[src/rtl/sram_bank_pkg.sv]
// Shared types and sizing helpers for the banked SRAM controller.
// Bank-select width is never below one bit, so a single-bank build still has a range check.
package sram_bank_pkg;

  typedef enum logic [1:0] {
    RST   = 2'd0,
    CLEAR = 2'd1,
    READY = 2'd2
  } state_e;

  localparam int LANE_BITS = 8;

  function automatic int bank_sel_w(input int num_banks);
    return (num_banks > 1) ? $clog2(num_banks) : 1;
  endfunction

  function automatic int lane_cnt(input int dw);
    return dw / LANE_BITS;
  endfunction

endpackage

[src/rtl/sram_init_seq.sv]
// Power-up / on-demand zeroise sequencer: walks every word address once while the
// controller holds off the master, then reports completion.
module sram_init_seq
  import sram_bank_pkg::*;
#(
  parameter int BANK_AW    = 10,
  parameter int INIT_CLEAR = 1
) (
  input  logic               clk,
  input  logic               rst,
  input  logic               init_req,
  output logic               clearing,
  output logic [BANK_AW-1:0] clr_addr,
  output logic               init_done,
  output logic [1:0]         state_dbg
);

  state_e             state_q, state_d;
  logic [BANK_AW-1:0] cnt_q, cnt_d;
  logic               done_q, done_d;

  always_ff @(posedge clk or posedge rst) begin
    if (rst) begin
      state_q <= RST;
      cnt_q   <= '0;
      done_q  <= 1'b0;
    end else begin
      state_q <= state_d;
      cnt_q   <= cnt_d;
      done_q  <= done_d;
    end
  end

  always_comb begin
    state_d = state_q;
    cnt_d   = cnt_q;
    done_d  = done_q;
    case (state_q)
      RST: begin
        cnt_d = '0;
        if (INIT_CLEAR != 0) begin
          state_d = CLEAR;
        end else begin
          state_d = READY;
          done_d  = 1'b1;
        end
      end
      CLEAR: begin
        cnt_d = cnt_q + 1'b1;
        if (&cnt_q) begin
          state_d = READY;
          done_d  = 1'b1;
        end
      end
      READY: begin
        // Counter parked at zero so every re-run starts from word 0.
        cnt_d = '0;
        if (init_req) state_d = CLEAR;
      end
      default: state_d = RST;
    endcase
  end

  assign clearing  = (state_q == CLEAR);
  assign clr_addr  = cnt_q;
  assign init_done = done_q;
  assign state_dbg = state_q;

endmodule

[src/rtl/sram_bank_ctrl.sv]
// Banked SRAM front end: bank decode, registered read-data mux, zeroise control
// and a sticky out-of-range error flag.
module sram_bank_ctrl
  import sram_bank_pkg::*;
#(
  parameter int NUM_BANKS  = 3,
  parameter int BANK_AW    = 10,
  parameter int DW         = 32,
  parameter int INIT_CLEAR = 1,
  localparam int BSW = bank_sel_w(NUM_BANKS),
  localparam int NL  = lane_cnt(DW)
) (
  input  logic                    HCLK,
  input  logic                    HRESET,
  input  logic                    cs,
  input  logic [NL-1:0]           wen,
  input  logic [BSW+BANK_AW-1:0]  addr,
  input  logic [DW-1:0]           wdata,
  output logic [DW-1:0]           rdata,
  output logic                    ready,
  input  logic                    init_req,
  output logic                    init_done,
  output logic                    err,
  input  logic                    err_clr,
  output logic [NUM_BANKS-1:0]    bank_en,
  output logic [NL-1:0]           bank_we,
  output logic [BANK_AW-1:0]      bank_a,
  output logic [DW-1:0]           bank_di,
  input  logic [NUM_BANKS*DW-1:0] bank_do
);

  logic               clearing;
  logic [BANK_AW-1:0] clr_addr;
  logic [1:0]         seq_state;

  sram_init_seq #(
    .BANK_AW   (BANK_AW),
    .INIT_CLEAR(INIT_CLEAR)
  ) u_init_seq (
    .clk      (HCLK),
    .rst      (HRESET),
    .init_req (init_req),
    .clearing (clearing),
    .clr_addr (clr_addr),
    .init_done(init_done),
    .state_dbg(seq_state)
  );

  // Handshake: a request is taken on any clock edge where cs and ready are both high;
  // there is no back-pressure beyond ready, and a read's data appears the next cycle.
  logic [BSW-1:0] bank_idx;
  logic           in_range;
  logic           accept;
  logic           rd_acc;
  logic           bad_acc;

  assign ready    = (state_e'(seq_state) == READY);
  assign bank_idx = addr[BSW+BANK_AW-1:BANK_AW];
  assign in_range = (int'(bank_idx) < NUM_BANKS);
  assign accept   = ready & cs;
  assign rd_acc   = accept & ~(|wen);
  assign bad_acc  = accept & ~in_range;

  always_comb begin
    bank_en = '0;
    bank_we = '0;
    bank_a  = '0;
    bank_di = '0;
    if (clearing) begin
      bank_en = '1;
      bank_we = '1;
      bank_a  = clr_addr;
    end else if (ready) begin
      // Out-of-range indices match no bank, which also drops stray writes.
      for (int k = 0; k < NUM_BANKS; k++) begin
        bank_en[k] = cs & (bank_idx == BSW'(k));
      end
      bank_we = wen;
      bank_a  = addr[BANK_AW-1:0];
      bank_di = wdata;
    end
  end

  logic [BSW-1:0] sel_q, sel_d;
  logic           rd_pend_q, rd_pend_d;
  logic           rd_ok_q, rd_ok_d;
  logic [DW-1:0]  rdata_q, rdata_d;
  logic           err_q, err_d;
  logic [DW-1:0]  rd_word;

  always_ff @(posedge HCLK or posedge HRESET) begin
    if (HRESET) begin
      sel_q     <= '0;
      rd_pend_q <= 1'b0;
      rd_ok_q   <= 1'b0;
      rdata_q   <= '0;
      err_q     <= 1'b0;
    end else begin
      sel_q     <= sel_d;
      rd_pend_q <= rd_pend_d;
      rd_ok_q   <= rd_ok_d;
      rdata_q   <= rdata_d;
      err_q     <= err_d;
    end
  end

  always_comb begin
    rd_word = '0;
    for (int k = 0; k < NUM_BANKS; k++) begin
      if (sel_q == BSW'(k)) rd_word = bank_do[k*DW +: DW];
    end
  end

  always_comb begin
    sel_d     = rd_acc ? bank_idx : sel_q;
    rd_ok_d   = rd_acc ? in_range : rd_ok_q;
    rd_pend_d = rd_acc;
    // The macro output is live only in the cycle after the read; capture it to hold.
    rdata     = rd_pend_q ? (rd_ok_q ? rd_word : '0) : rdata_q;
    rdata_d   = rdata;
    err_d     = err_q;
    if (err_clr) err_d = 1'b0;
    if (bad_acc) err_d = 1'b1;
  end

  assign err = err_q;

endmodule

[config.mk]
export PLATFORM = sky130hd
export DESIGN_NAME = sram_bank_ctrl
export DESIGN_NICKNAME = d
export VERILOG_FILES = /design/src/rtl/sram_bank_pkg.sv /design/src/rtl/sram_init_seq.sv /design/src/rtl/sram_bank_ctrl.sv
export SDC_FILE = /design/constraint.sdc
export NUM_CORES = 1
export LEC_CHECK = 0
export BUFFER_PORTS_ARGS = -buffer_cell sky130_fd_sc_hd__buf_4
export CORE_MARGIN = 4
export CORE_UTILIZATION = 35
export DETAILED_ROUTE_END_ITERATION = 16
export HOLD_SLACK_MARGIN = 0.1
export PLACE_DENSITY = 0.77
export SETUP_SLACK_MARGIN = 0.15
export SLEW_MARGIN = 10
export SYNTH_ARGS = -nofsm -noshare
export SYNTH_HDL_FRONTEND = slang
export SYNTH_SLANG_ARGS = --single-unit
[constraint.sdc]
create_clock -name HCLK -period 3.4 [get_ports HCLK]
set_clock_uncertainty 0.05 [all_clocks]
set_input_delay 0 -clock HCLK [delete_from_list [all_inputs] [get_ports HCLK]]
set_output_delay 0 -clock HCLK [all_outputs]
set_load 0.01 [all_outputs]
== Word level (Yosys, flattened, before mapping) ==
Index checks and enable logic that the tools add are counted.
W data, S select, Z words.

* Flip-flop bits (word level): 50
* Bits of input ports: 149
* Word-level logic and storage cells: 55

* $add $sub $neg: 1
* Magnitude comparators: 1
* Equal/unequal tests: 8
* Muxes and demuxes: 19
* Bitwise gates (word level): 8
* Reduce and logical (&&, ||, !) cells: 10

{| class="wikitable"
|+ Operator list
! kind !! number
|-
| $mux W32 || 7
|-
| $mux W10 || 2
|-
| $pmux W10 S2 || 1
|-
| $reduce_and A11 Y1 || 1
|-
| $add A10 B1 Y10 const B || 1
|-
| $reduce_and A10 Y1 || 1
|-
| $mux W4 || 2
|-
| $and A1 B1 Y1 || 6
|-
| $eq A2 B1 Y1 const B || 3
|-
| $eq A2 B2 Y1 const B || 3
|-
| $logic_not A2 Y1 || 3
|-
| $mux W3 || 2
|-
| $pmux W2 S3 || 1
|-
| $mux W2 || 2
|-
| $ne A2 B1 Y1 const B || 2
|-
| $reduce_bool A2 Y1 || 2
|-
| $reduce_or A4 Y1 || 1
|-
| $lt A2 B2 Y1 const B || 1
|-
| $mux W1 || 2
|-
| $not A1 Y1 || 2
|-
| $reduce_and A2 Y1 || 1
|-
| $reduce_or A2 Y1 || 1
|}

== Logic depth before layout (Yosys ltp) ==
Gate-level depths: netlist of the first run.

* Depth in word-level cells: 6
* Mapped depth: 6

== Modules after synthesis ==
Synthesis of the first run repeated with hierarchy kept, for this count alone.

* Cells, all modules: 378
* Area, all modules: 3,345.7 µm²

{| class="wikitable"
|+ By module, submodules not included
! module !! times used !! cells an instance !! area each (µm²) !! sequential area each (µm²)
|-
| sram_bank_ctrl || 1 || 318 || 2,717.6 || 925.9
|-
| sram_init_seq || 1 || 60 || 628.1 || 325.3
|}

== Worst setup path after synthesis of the first run ==
No wires, ideal clock.

* Path type: register to register
* Start point: register sel_q[1]
* End point: register rdata_q[10]
* Arrival time: 1,277 ps
* Data required time: 3,223 ps
* Path slack: 1,946 ps
* Stages on the path, launching flop included: 7
* Buffers on the path: 3
* Cells stage by stage: dfrtp_1 clkbuf_1 nor2b_1 clkbuf_1 buf_2 a2bb2oi_1 o22ai_1

* Word-level cells in the longest chain between the ends: 6
* Elaborated cells between the ends (all ways): 8
* Classes of those cells: 2 x eq/ne; 5 x mux; 1 x reduce/logical

{| class="wikitable"
|+ RTL lines
! item !! RTL line !! source
|-
| start: declaration || sram_bank_ctrl.sv:84 || <nowiki>logic [BSW-1:0] sel_q, sel_d;</nowiki>
|-
| start signal: assignment || sram_bank_ctrl.sv:99 || <nowiki>sel_q <= sel_d;</nowiki>
|-
| $logic_not A2 Y1 || sram_bank_ctrl.sv:110 || <nowiki>if (sel_q == BSW'(k)) rd_word = bank_do[k*DW +: DW];</nowiki>
|-
| $mux W32 (2 in a row) || sram_bank_ctrl.sv:110 ||
|-
| $mux W32 (*) || sram_bank_ctrl.sv:110 ||
|-
| $mux W32 (*) (2 in a row) || sram_bank_ctrl.sv:119 || <nowiki>rdata = rd_pend_q ? (rd_ok_q ? rd_word : '0) : rdata_q;</nowiki>
|-
| via rdata[10] || sram_bank_ctrl.sv:19 || <nowiki>output logic [DW-1:0] rdata,</nowiki>
|-
| end signal: assignment || sram_bank_ctrl.sv:102 || <nowiki>rdata_q <= rdata_d;</nowiki>
|-
| end: declaration || sram_bank_ctrl.sv:87 || <nowiki>logic [DW-1:0] rdata_q, rdata_d;</nowiki>
|}

The timed path passes the listed nets; every way through them passes the cells marked *.
A chain may end at the register's enable or synchronous reset.

== Final worst setup path of the first run ==
* Start point: register sel_q[0]
* End point: output port rdata[23]

* Word-level cells in the longest chain between the ends: 6
* Elaborated cells between the ends (all ways): 8
* Classes of those cells: 2 x eq/ne; 5 x mux; 1 x reduce/logical

{| class="wikitable"
|+ RTL lines
! item !! RTL line
|-
| $logic_not A2 Y1 || sram_bank_ctrl.sv:110
|-
| $mux W32 (2 in a row) || sram_bank_ctrl.sv:110
|-
| $mux W32 (*) || sram_bank_ctrl.sv:110
|-
| $mux W32 (*) (2 in a row) || sram_bank_ctrl.sv:119
|-
| end: declaration || sram_bank_ctrl.sv:19
|}

Mark *: on every way between the ends. The rest lies on a longest branch, timed or not.

==> out/results.txt, run 1 <==
For the placed cell count, the log shows 632. Library cell with the highest instance count after synthesis: sky130_fd_sc_hd__dfrtp_1. The fmax is 0.348 GHz, and the mean instance size in the synthesized netlist is 9.55 sq um. Walking the worst path, the cells encountered are nor2b_2 > buf_4 > a2bb2oi_1 > dlygate4sd3_1 > o22ai_1 > buf_4. In this run, synthesis inferred 0 flip-flops with an integrated enable. Along the worst path, the maximum fanout reaches 34.

Ranked by total cell area, the synthesized netlist is headed by sky130_fd_sc_hd__dfrtp_1 41%, sky130_fd_sc_hd__mux2i_1 11%, sky130_fd_sc_hd__a2bb2oi_1 9.5%. The tools report the final count of hold timing violations as 0. TritonCTS built the clock tree. The data required time at the worst endpoint came out at 3.35 ns. The final layout contains 734 nets. The largest incremental delay on the critical path is 1.08 ns, and the clock edge transition at the registers on the reported setup and hold paths is 0.11 ns. The sink count of the clock tree is 50.

For the global routing usage summed across all routing layers, the log shows 22.4%. Headroom to the max-slew limit came out at 19.2%. The biggest area contributor in the post-synthesis netlist is sky130_fd_sc_hd__dfrtp_1. For this run, the detailed router's first-pass iteration total came to 5.

In the final layout, the share of cells above drive strength 1 is 43.8%. The fraction of synthesized cell area taken by the top area cell type was 40.9%. The clock network burns 27.0% of the power. The analysis attributes to cell leakage a power of 0.00278 uW. The tools report the synthesized net count as 470. The Yosys step of the flow raised 0 warnings. The total of max-cap violations was 0; the number of input and output port buffers inserted was 232. The largest individual stage delay along the critical path comes from the cell sky130_fd_sc_hd__dfrtp_2. For the post-route setup TNS, the log shows 0 ns. Setup violations remaining at the end of the flow were counted as 0. The final routed DRC violation total was 0.

The logs give 5 for the number of buffers added by the clock tree synthesis step and 0 for the number of diodes added for antenna fixing. The number of cells produced by synthesis is 320. For the initial antenna violation count, the log shows 0.

The post-route non-filler standard cell count is 690, and the number of levels in the clock H-tree is 2. The maximum vdd ir drop came out at 0.000216 V. Growth of design area from synthesis to finish: 78.5%. Summing the sequential cell areas from Yosys gives 40.9% of the chip area. The power per standard cell area was 305 nW/um^2. The total via count after detailed routing was 3531. In this run, flip-flops and latches consume 43.6% of the power. The dominant register cell in the synthesized netlist was sky130_fd_sc_hd__dfrtp_1. The cell seen most often among critical-path stages is sky130_fd_sc_hd__buf_4. The run gives 0 as the overall overflow remaining after global route. The routed wirelength normalized by instance count works out to 17.9 um.

The logs give 3761 for the via count of the first global-routing pass and 8720 um for the half-perimeter wire length after detailed placement. The maximum buffer depth of the clock tree was 2. In the finished design, the share of the clock period the worst path needs comes to 84.6%. Setup repair after global routing left no endpoint under its margin.

By count the netlist is led by 50 x sky130_fd_sc_hd__dfrtp_1, 39 x sky130_fd_sc_hd__inv_1, 33 x sky130_fd_sc_hd__a2bb2oi_1, 33 x sky130_fd_sc_hd__mux2i_1, 33 x sky130_fd_sc_hd__o22ai_1. After floorplanning, the core was divided into 33 placement rows. Pin count of the biggest net entering global routing: 40. The count of state elements after synthesis is 50. The floorplan step set the die height to 101 um.

Wires add up to 12300 um. The core region is 8340 sq um. The tools report the number of DRC markers after the initial detailed-route iteration as 120. The run gives 29.5% as the combinational power share. Via-per-instance ratio: 5.12. The remaining antenna violation count after routing came out at 0.

The tools report the endpoint kind of the worst setup timing path as a primary output. Counting I/O delays and the setup requirement, the final critical path takes 2.88 ns. The die covers 10300 sq um.

The wire length of the first global-routing pass was 18500 um. The root buffer cell chosen for the clock tree is sky130_fd_sc_hd__clkbuf_8. For the final max-slew violation count, the log shows 0. The switching part of the total power is 29.7%, and the switching power is 493 uW.

STA classifies the critical path startpoint as a register. The actual slew at the worst max-slew pin was 1.21 ns; the data arrival at the endpoint of the critical path was 2.83 ns. The critical path in this run is classified as register to primary output. The congestion estimate from routability-driven global placement came to 0.786.

Summing every instance area after synthesis gives 3060 sq um. The path class of the tightest hold or removal check is primary input to register. The die width came out at 101 um.

The tools report the unique cell type count in the Yosys netlist as 36. 233 I/O pins were placed. The proportion of synthesized flip-flops having asynchronous set or reset was 100%. Once the floorplan was initialized, standard cells occupied 36.6% of the core. For the insertion delay to the later sink of the worst-skew pair, the log shows 0.31 ns. After layout, the design draws a total of 1660 uW. The run finished with clean final reports.

Internal power comes to 1170 uW.
[power groups by stage]
stage	Sequential (uW)	Clock [uW]	Combinational [uW]
after detailed placement	731	0	444
final	724	448	490
after global placement	730	0	426
after global routing	733	481	535
after floorplan	694	0	221
after CTS	722	458	490
[sequential cells by signal, indices dropped and copies added (netlist names)]
| register | cells |
|---|---|
| err | 1 |
| rd_ok_q | 1 |
| rd_pend_q | 1 |
| rdata_q | 32 |
| sel_q | 2 |
| u_init_seq.clr_addr | 10 |
| u_init_seq.init_done | 1 |
| u_init_seq.state_dbg | 2 |
[worst max-delay path: cells and delay by family (launching register included)]
kind	cells	cell delay [ns]
AO/OA/AOI/OAI	2	0.28
buffers and inverters	3	1.08
flip-flops	1	1.08
AND/OR/NAND/NOR	1	0.07
[final timing paths]
kind                                               from                    to  slack [ns]  depth (start not counted)
worst max-delay path                           sel_q[0]             rdata[23]        0.52                          6
worst min-delay path                        bank_do[26]           rdata_q[26]        0.11                          4
worst max register to register  u_init_seq.state_dbg[1]              sel_q[0]        0.73                          5
worst min register to register     u_init_seq.init_done  u_init_seq.init_done        0.48                          1
max in group asynchronous                        HRESET           rdata_q[31]        2.26                          4
min in group asynchronous                        HRESET            rdata_q[4]        0.24                          3
[final cells by class]
class,instances,area [sq um]
inverter,39,146
tap,105,131
timing repair buffer,286,2270
multi-input combinational,202,1540
clock buffer,5,68.8
sequential,50,1250
fill,654,2890
clock inverter,3,47.5
[kinds of logic after synthesis]
logic type      after synthesis  share of synthesized area (%)
compound gates               95                           23.5
xor+xnor                      4                           1.15
fa+ha+maj                     1                          0.409
buf+inv                      68                           9.05
flops                        50                           40.9
mux                          36                           11.9
simple gates                 66                           13.1
[per-stage QoR]
step / cell area, sq um / hold WS (ns) / utilization, % / setup WS, ns
final: 5460 / 0.107 / 65.4 / 0.522
after global routing: 5460 / 0.129 / 65.4 / 0.376
after CTS: 5450 / 0.100 / 65.4 / 0.180
after detailed placement: 4840 / 0.0335 / 58.0 / 0.546
after global placement: 4840 / 0.0213 / 58.0 / 0.660
after floorplan: 3060 / 0.0385 / - / 1.95
[cell usage in the layout (no fill, tap or decap), drive strengths merged, types with 4 or more instances in the layout]
cell type and instances:
o22ai 33, a21o 6, inv 41, clkbuf 5, buf 236, dlygate4sd3 50
dfrtp 50, and2 32, nand2 7, a21oi 4, o21ai 4, a22o 9
mux2i 33, xor2 4, nor2 7, a2bb2oi 33, or3 4
[layer usage]
layer  routed length (um)  GRT usage (%)  share of wire [%]
met5                    0              0                  0
met4                  174           5.42                1.4
met3                  830           3.79                6.7
met2                 6360           40.3                 52
met1                 4960           27.8                 40
[timing repair]
action,in CTS,in global routing
hold endpoints to repair,62,0
setup endpoints to repair,0,32
setup buffers,0,0
gates resized for setup,0,1
hold buffers,50,0
No activity file was read; power rests on OpenSTA's default activity.
==> inputs of run 2 (changes only) <==
--- a/config.mk
+++ b/config.mk
@@ -5,12 +5,13 @@
 export SDC_FILE = /design/constraint.sdc
 export NUM_CORES = 1
 export LEC_CHECK = 0
+export ABC_AREA = 1
 export BUFFER_PORTS_ARGS = -buffer_cell sky130_fd_sc_hd__buf_4
 export CORE_MARGIN = 4
 export CORE_UTILIZATION = 35
 export DETAILED_ROUTE_END_ITERATION = 16
 export HOLD_SLACK_MARGIN = 0.1
-export PLACE_DENSITY = 0.77
+export PLACE_DENSITY = 0.76
 export SETUP_SLACK_MARGIN = 0.15
 export SLEW_MARGIN = 10
 export SYNTH_ARGS = -nofsm -noshare
==> constraint.sdc (replaced) <==
create_clock -name HCLK -period 2.7 [get_ports HCLK]
set_clock_uncertainty 0.05 [all_clocks]
set_input_delay 0 -clock HCLK [delete_from_list [all_inputs] [get_ports HCLK]]
set_output_delay 0 -clock HCLK [all_outputs]
set_load 0.01 [all_outputs]
==> run 2 against run 1 <==
  * Worst hold slack better by 0.13 ns
  * Largest power group unchanged
  * Clock-buffer cell count up 1
  * Critical path type is now register to register
  * Critical path depth up 1
  * Die area up 1.8%
  * Wire length up 6.3%
  * First-iteration DRC count up 50%
==> out/results.txt, run 2 <==
The first global-routing pass estimated 18100 um of wire. For the floorplan die area, the log shows 10500 sq um. The total of max-cap violations was 0.

The final number of setup-violating endpoints came out at 0. The mapped netlist covers 3120 sq um. Port buffering added 232 buffers.

The later pin in the worst-skew pair is clocked with a latency of 0.30 ns. The tools report the nature of the critical path startpoint as a register. More flip-flops sit in one register than any other, and that register is rdata_q. For this run the aggregate overflow at the end of global routing stands at 0.

Among all cell types in the netlist, the one instantiated most often is sky130_fd_sc_hd__nand2_1. The number of clock buffers added by TritonCTS is 5. The run gives 13100 um as the total length of routed wires. Number of top-level pins: 233.

The final estimated routing congestion in global placement was 0.815; the logic depth of the worst register-to-register path was 7. Among all flip-flop cells after synthesis, the most frequent one is sky130_fd_sc_hd__dfrtp_1. The detailed-router iteration count before antenna repair came out at 4.

In this run the worst hold path is classified as primary input to primary output. The chip height works out to 102 um. Worst setup path category: register to register. Most frequent standard cell in the layout excluding fill and tap cells: sky130_fd_sc_hd__buf_4. The mean instance size in the synthesized netlist works out to 6.45 sq um. For the standard cell area after detailed placement, the log shows 4910 sq um. The floorplan has 34 rows. Clock-pin slew was measured on the worst setup and hold paths at 0.10 ns. Walking the worst path, the cells encountered are inv_2 > nor2_2 > nand2_1 > nand3_1 > nand2_1 > o21ai_1 > dlygate4sd3_1.

sky130_fd_sc_hd__dfrtp_1 takes more of the synthesized area than any other cell. Via count of the first global-routing pass: 3819. Setup repair after global routing left no endpoint under its margin. The sequential cell area fraction in the yosys report is 40.1%. In the synthesized netlist, the cells that appear most often are 168 x sky130_fd_sc_hd__nand2_1, 82 x sky130_fd_sc_hd__inv_1, 50 x sky130_fd_sc_hd__dfrtp_1. The launch point of the worst reg-to-reg path is sel_q[0].

From left edge to right edge, the die measures 102 um. The number of levels in the clock H-tree was 2. The cell that appears most often on the critical path is sky130_fd_sc_hd__nand2_1. The final non-filler cell area was 5840 sq um; the sum of buffers and inverters on the critical path was 2. Headroom to the max-slew limit came out at 28.5%.

The register with the most flip-flops in the layout has 32 of them. Area of the core: 8680 sq um. The routed wirelength normalized by instance count works out to 14.6 um. Summed over its instances, the top area cell type makes up 40.1% of the synthesized netlist area.

Count of cells resized by post-cts repair: 0. The power per standard cell area was 261 nW/um^2. In this run the worst setup path begins at sel_q[0].

After detailed routing, the number of vias per cell comes to 4.73. The worst-case IR drop observed on VDD is 0.000179 V. For the final count of hold timing violations, the log shows 0.

Across all setup checks in the final design, the least slack found is 0.306 ns. In the synthesized netlist the async set-or-reset flop fraction comes to 100%. The tools report the worst setup slack before clock tree synthesis as 0.969 ns. The worst register-to-register path has a setup slack of 0.31 ns.

After detailed routing, the number of remaining DRC violations is 0. The initial antenna violation count is 0. STA classifies the critical path endpoint as a register. Fill cells in the final layout number 727. Detailed placement ended at an HPWL of 8610 um. In the final timing run, aggregate negative setup slack is 0 ns. The pin count of the biggest net entering global routing is 51, and the growth of design area from synthesis to finish is 87.4%.

Of the cells placed in the final design, the portion with a size suffix greater than 1 is 33.6%. For the number of DRC markers after the initial detailed-route iteration, the log shows 180. The initial utilization of the core area, before any placement, comes to 35.9%.

For the leakage power figure, the log shows 0.00310 uW. The flow ran to the end, and the final reports show no timing, DRC or antenna violations. The endpoint identified for the worst register-to-register timing path is rdata_q[19].

Synthesis instantiated 24 different standard cells from the library. After layout, the worst path uses 88.6% of the clock period. Across all hold checks on the routed design, the worst slack comes to 0.234 ns. The final critical-path required period is 2.39 ns. Total stage count of the critical path: 7. Yosys printed 0 warnings. In this design, the stage delay of the slowest critical-path cell is 0.66 ns.

Clock root buffer: sky130_fd_sc_hd__clkbuf_8. The master of the slowest instance on the critical path is sky130_fd_sc_hd__nor2_2. The number of diodes added for antenna fixing is 0, and the global routing usage summed across all routing layers is 21.3%.

Broken down by cell family, the worst path's largest delay share belongs to simple AND/OR/NAND/NOR gates. STA puts the critical path data required time at 2.89 ns. The detail route stage leaves a number of antenna-violating nets equal to 0. The capturing element of the worst setup path was rdata_q[19]. For the pin with the worst max-slew slack, the measured transition is 1.07 ns.

After technology mapping, the gate count stands at 483. Counting flops with a built-in enable in the synthesized netlist gives 0. Based on the critical path, the design can be clocked at up to 0.418 GHz.

Along the worst path, the maximum fanout reaches 16. Final max-slew violation count: 0. The total via count after detailed routing was 4251; the count of state elements after synthesis was 50. The final layout contains 940 nets. No sink is reached through more buffers than the 2 on the longest clock path. TritonCTS built the clock tree.

In the layout the commonest cells are 244 x sky130_fd_sc_hd__buf_4, 168 x sky130_fd_sc_hd__nand2_1, 81 x sky130_fd_sc_hd__inv_1, 75 x sky130_fd_sc_hd__dlygate4sd3_1, 50 x sky130_fd_sc_hd__dfrtp_1. Yosys attributes the largest share of cell area to sky130_fd_sc_hd__dfrtp_1 40%, sky130_fd_sc_hd__nand2_1 20%, sky130_fd_sc_hd__inv_1 9.9%. Data arrival at the endpoint of the critical path: 2.58 ns. The tree built by TritonCTS fans out to 50 sinks. The tools report the synthesized net count as 633.
## run 2: per-stage QoR
| step | power [uW] | utilization, % | cells |
|---|---|---|---|
| floorplan | 786 | - | 483 |
| global placement | 955 | 56.6 | 806 |
| detailed placement | 958 | 56.6 | 806 |
| CTS | 1540 | 66.5 | 889 |
| global route | 1590 | 67.3 | 899 |
| finish | 1530 | 67.3 | 899 |
## run 2: area by class of cell
type / count / area (sq um) / share of cell area, %
multi-input cells: 328 / 1440 / 24.7
repair buffers: 319 / 2580 / 44.2
flip-flops and latches: 50 / 1250 / 21.4
inverters: 86 / 323 / 5.53
clock inverters: 2 / 37.5 / 0.643
well taps: 108 / 135 / 2.31
clock buffers: 6 / 72.6 / 1.24
## run 2: what timing repair did
item                                   CTS  global route
endpoints found under the hold margin   89             0
setup buffers                            0             8
hold buffers                            75             0
setup endpoints to repair                0             1
## run 2: tightest hold or removal path, cell delays in order
cell and delay (ns):
sky130_fd_sc_hd__buf_4 0.08, sky130_fd_sc_hd__nand2_1 0.04, sky130_fd_sc_hd__nand2_1 0.06, sky130_fd_sc_hd__buf_4 0.11
## run 2: layer usage
| layer | vias to the layer above | routed length, um | GRT usage (%) |
|---|---|---|---|
| li1 | 2090 | - | - |
| met1 | 1935 | 5060 | 27.4 |
| met2 | 194 | 6470 | 35.5 |
| met3 | 32 | 1230 | 4.91 |
| met4 | 0 | 333 | 6.56 |
| met5 | - | 0 | 0 |
## run 2: how the worst min path moves through the flow
stage / start / end / slack, ns / cells after the start
2_1_floorplan: wdata[0] / bank_di[0] / 0.04 / 2
3_3_place_gp: err_clr / err / 0.15 / 2
3_5_place_dp: err_clr / err / 0.15 / 2
4_1_cts: addr[3] / bank_a[3] / 0.23 / 4
5_1_grt: wen[2] / bank_we[2] / 0.25 / 4
6_report: addr[3] / bank_a[3] / 0.23 / 4
## run 2: kinds of logic (layout without fill, tap and decap cells)
family | after synthesis | after routing | synth area share (%)
AO/OA/AOI/OAI | 63 | 63 | 10.7
AND/OR/NAND/NOR | 262 | 264 | 34.7
flip-flops | 50 | 50 | 40.1
buffers and inverters | 107 | 413 | 14.1
adder cells (fa/ha/maj) | 1 | 1 | 0.401
## run 2: report_power, final
group	switching [uW]	internal, uW	leakage [uW]
clock	257	277	0.0000514
sequential	0.0000000000000158	748	0.000492
combinational	70.6	175	0.00256
==> inputs of run 3 (changes only) <==
--- a/config.mk
+++ b/config.mk
@@ -7,13 +7,15 @@
 export LEC_CHECK = 0
 export ABC_AREA = 1
 export BUFFER_PORTS_ARGS = -buffer_cell sky130_fd_sc_hd__buf_4
+export CAP_MARGIN = 30
 export CORE_MARGIN = 4
 export CORE_UTILIZATION = 35
 export DETAILED_ROUTE_END_ITERATION = 16
 export HOLD_SLACK_MARGIN = 0.1
-export PLACE_DENSITY = 0.76
+export PLACE_DENSITY = 0.75
 export SETUP_SLACK_MARGIN = 0.15
 export SLEW_MARGIN = 10
 export SYNTH_ARGS = -nofsm -noshare
 export SYNTH_HDL_FRONTEND = slang
+export SYNTH_HIERARCHICAL = 1
 export SYNTH_SLANG_ARGS = --single-unit
==> run 3 against run 2 <==
  * Synthesized cell count grew 5.6%
  * Die area increased by 5.3%
  * Critical path depth is 1 lower
  * Highest routed layer unchanged
  * Combinational power grew 12%
  * Core utilization decreased by 2.9 points
==> out/results.txt, run 3 <==
The run finished with clean final reports. The setup fix buffers added after clock tree synthesis is 0. The share of final-layout standard cells stronger than drive strength 1 came out at 32.0%.

Counting flops per register, the top entry is rdata_q. During synthesis, Yosys emitted a total of 6 warnings. In this run, synthesis inferred 0 flip-flops with an integrated enable.

In the layout the commonest cells are 240 x sky130_fd_sc_hd__buf_4, 188 x sky130_fd_sc_hd__nand2_1, 100 x sky130_fd_sc_hd__nand3_1, 77 x sky130_fd_sc_hd__dlygate4sd3_1, 53 x sky130_fd_sc_hd__inv_1. The fraction of synthesized cell area taken by the top area cell type came out at 38.0%. TritonCTS built the clock tree. In this run the core area contains 35 standard-cell rows. The global routing usage summed across all routing layers was 22.4%. Counting the fill cells in the layout gives 799. Setup repair after global routing left no endpoint under its margin. The routed wirelength normalized by instance count is 14.2 um, and the half-perimeter wire length after detailed placement is 9370 um.

The logs give 13000 um for the total length of routed wires and 3290 sq um for the summed instance area of the synthesized netlist. The initial core utilization was 35.8%; the number of buffers added by the clock tree synthesis step was 5. Setup violations remaining at the end of the flow were counted as 0. The cell taking the most area after synthesis is sky130_fd_sc_hd__dfrtp_1. The clock root buffer is sky130_fd_sc_hd__clkbuf_8. For the maximum vdd ir drop, the log shows 0.000226 V. CTS saw 50 sinks.

The library cell used most frequently in the layout, excluding fill and tap cells, is sky130_fd_sc_hd__buf_4. The number of diodes added for antenna fixing was 0; the remaining antenna violation count after routing was 0. The library cell with the highest instance count after synthesis was sky130_fd_sc_hd__nand2_1. The clock edge transition at the registers on the reported setup and hold paths is 0.11 ns, and the growth of design area from synthesis to finish is 79.8%. The final estimated routing congestion in global placement came out at 0.888. The initial antenna violation count was 0; the detailed-router iteration count before antenna repair was 5. After technology mapping, the gate count stands at 510. For the final max-slew violation count, the log shows 0. In this run, the number of DRC markers left after iteration 0 of detailed routing was 352. Maximum net fanout on the critical path: 32. The run gives 38.0% as the sequential cell area fraction in the yosys report. After the flow finishes, the layout carries non-filler instances totaling 916.

For the final count of hold timing violations, the log shows 0. Entering global routing, the biggest net connects 38 pins. Via count of the first global-routing pass: 4148. After global routing the overflow that remains totals 0.

Once placement finished, the instance area stood at 5030 sq um. In the routed layout, each cell is associated on average with a via count of 4.81. After routing, the total negative slack on setup checks comes to 0 ns.

The worst hold path belongs to the class primary input to register. For the area of the core, the log shows 9200 sq um. The logs give 20500 um for the wire length of the first global-routing pass and 0 for the count of cells resized by post-cts repair. The die covers 11000 sq um. The final critical-path required period is 2.31 ns, and the total of max-cap violations is 0. For this run, design rule violations remaining after detail routing come to 0. The die width was 105 um; the count of state elements after synthesis was 50.

The tools report the final non-filler cell area as 5920 sq um. Final critical-path share of the clock period: 85.5%. No sink is reached through more buffers than the 2 on the longest clock path. The fmax is 0.433 GHz, and the power consumption is 1580 uW.

The number of hold buffers added after CTS came out at 77. The tools report the data arrival at the endpoint of the critical path as 2.44 ns. The placed cell count was 831.

Sorting the synthesized cells by area gives the leading types as sky130_fd_sc_hd__dfrtp_1 38%, sky130_fd_sc_hd__nand2_1 21%, sky130_fd_sc_hd__nand3_1 15%. From bottom edge to top edge, the die measures 105 um. The number of levels in the clock H-tree is 2, and the total via count after detailed routing is 4408.

In the final design database the tool counted 954 nets. The later pin in the worst-skew pair is clocked with a latency of 0.31 ns. Dividing the synthesized area by the synthesized cell count gives 6.46 sq um.

The actual slew at the worst max-slew pin is 0.585 ns, and the power per standard cell area is 267 nW/um^2. The logs give 233 for the number of top-level pins and 23 for the unique cell type count in the Yosys netlist. Dominant register cell in the synthesized netlist: sky130_fd_sc_hd__dfrtp_1. Summed over all cells, the static leakage comes to 0.00309 uW. The worst setup path is of the register to register kind.

For the data required time at the worst endpoint, the log shows 2.84 ns. The number of input and output port buffers inserted works out to 232. The commonest cells after synthesis are 188 x sky130_fd_sc_hd__nand2_1, 100 x sky130_fd_sc_hd__nand3_1, 54 x sky130_fd_sc_hd__inv_1. The tools report the nature of the critical path startpoint as a register. STA classifies the critical path endpoint as a register. In this run the tightest slew margin relative to its limit is 61.0%. Counting every net in the synthesized netlist gives 660. For this run, asynchronously set or reset flops after synthesis account for 100%. The flip-flop count of the largest register, all copies and words added came out at 32.
[run 3: kinds of logic (layout without fill, tap and decap cells)]
family	Yosys count	count (layout)	share of synthesized area [%]
simple gates	341	341	44.2
buf+inv	88	383	12.7
flops	50	50	38.0
compound gates	30	30	4.79
fa+ha+maj	1	1	0.380
[run 3: routing by layer]
metal | part of all wire (%) | track usage, % | up-vias
met5 | 0 | 0 | -
met4 | 2.5 | 6.94 | 0
met1 | 41 | 28.0 | 2010
met2 | 51 | 39.5 | 179
li1 | - | - | 2193
met3 | 6.1 | 3.77 | 26
[run 3: worst paths after layout]
kind	start	to	slack (ns)	depth (start not counted)
hold reg to reg	u_init_seq/init_done	u_init_seq/init_done	0.45	1
min in group asynchronous	HRESET	u_init_seq/clr_addr[4]	0.22	3
setup / recovery	sel_q[0]	rdata_q[3]	0.39	6
setup reg to reg	sel_q[0]	rdata_q[3]	0.39	6
max in group asynchronous	HRESET	rd_pend_q	1.96	4
hold / removal	cs	rd_pend_q	0.16	3
[run 3: report_power, final]
part	internal [uW]	switching, uW
Clock	283	276
Combinational	189	84.8
Sequential	748	0.0000000000000169
Total	1220	361
[run 3: critical path, cell delays in order (launching register included)]
cell                            delay [ns]
sky130_fd_sc_hd__dfrtp_1              0.73
sky130_fd_sc_hd__inv_2                0.42
sky130_fd_sc_hd__nand3_1              0.19
sky130_fd_sc_hd__nand3_1              0.11
sky130_fd_sc_hd__nand2_1              0.07
sky130_fd_sc_hd__nand2_1              0.06
sky130_fd_sc_hd__dlygate4sd3_1        0.55
[run 3: final cells by class]
cell class              instances  area (sq um)  area share [%]
clock buffers                   5          68.8            1.16
clock inverters                 3          48.8           0.824
inverters                      58           218            3.68
multi-input cells             372          1630            27.4
flip-flops and latches         50          1250            21.1
well taps                     111           139            2.34
repair buffers                317          2570            43.4
[run 3: stage by stage]
step | worst slack (ns) | util, % | hold slack (ns)
after floorplan | 1.31 | - | -0.173
after detailed placement | 0.862 | 54.7 | 0.0216
after CTS | 0.424 | 64.4 | 0.159
final | 0.391 | 64.4 | 0.164
after global placement | 0.956 | 54.7 | 0.0219
after global routing | 0.219 | 64.4 | 0.173
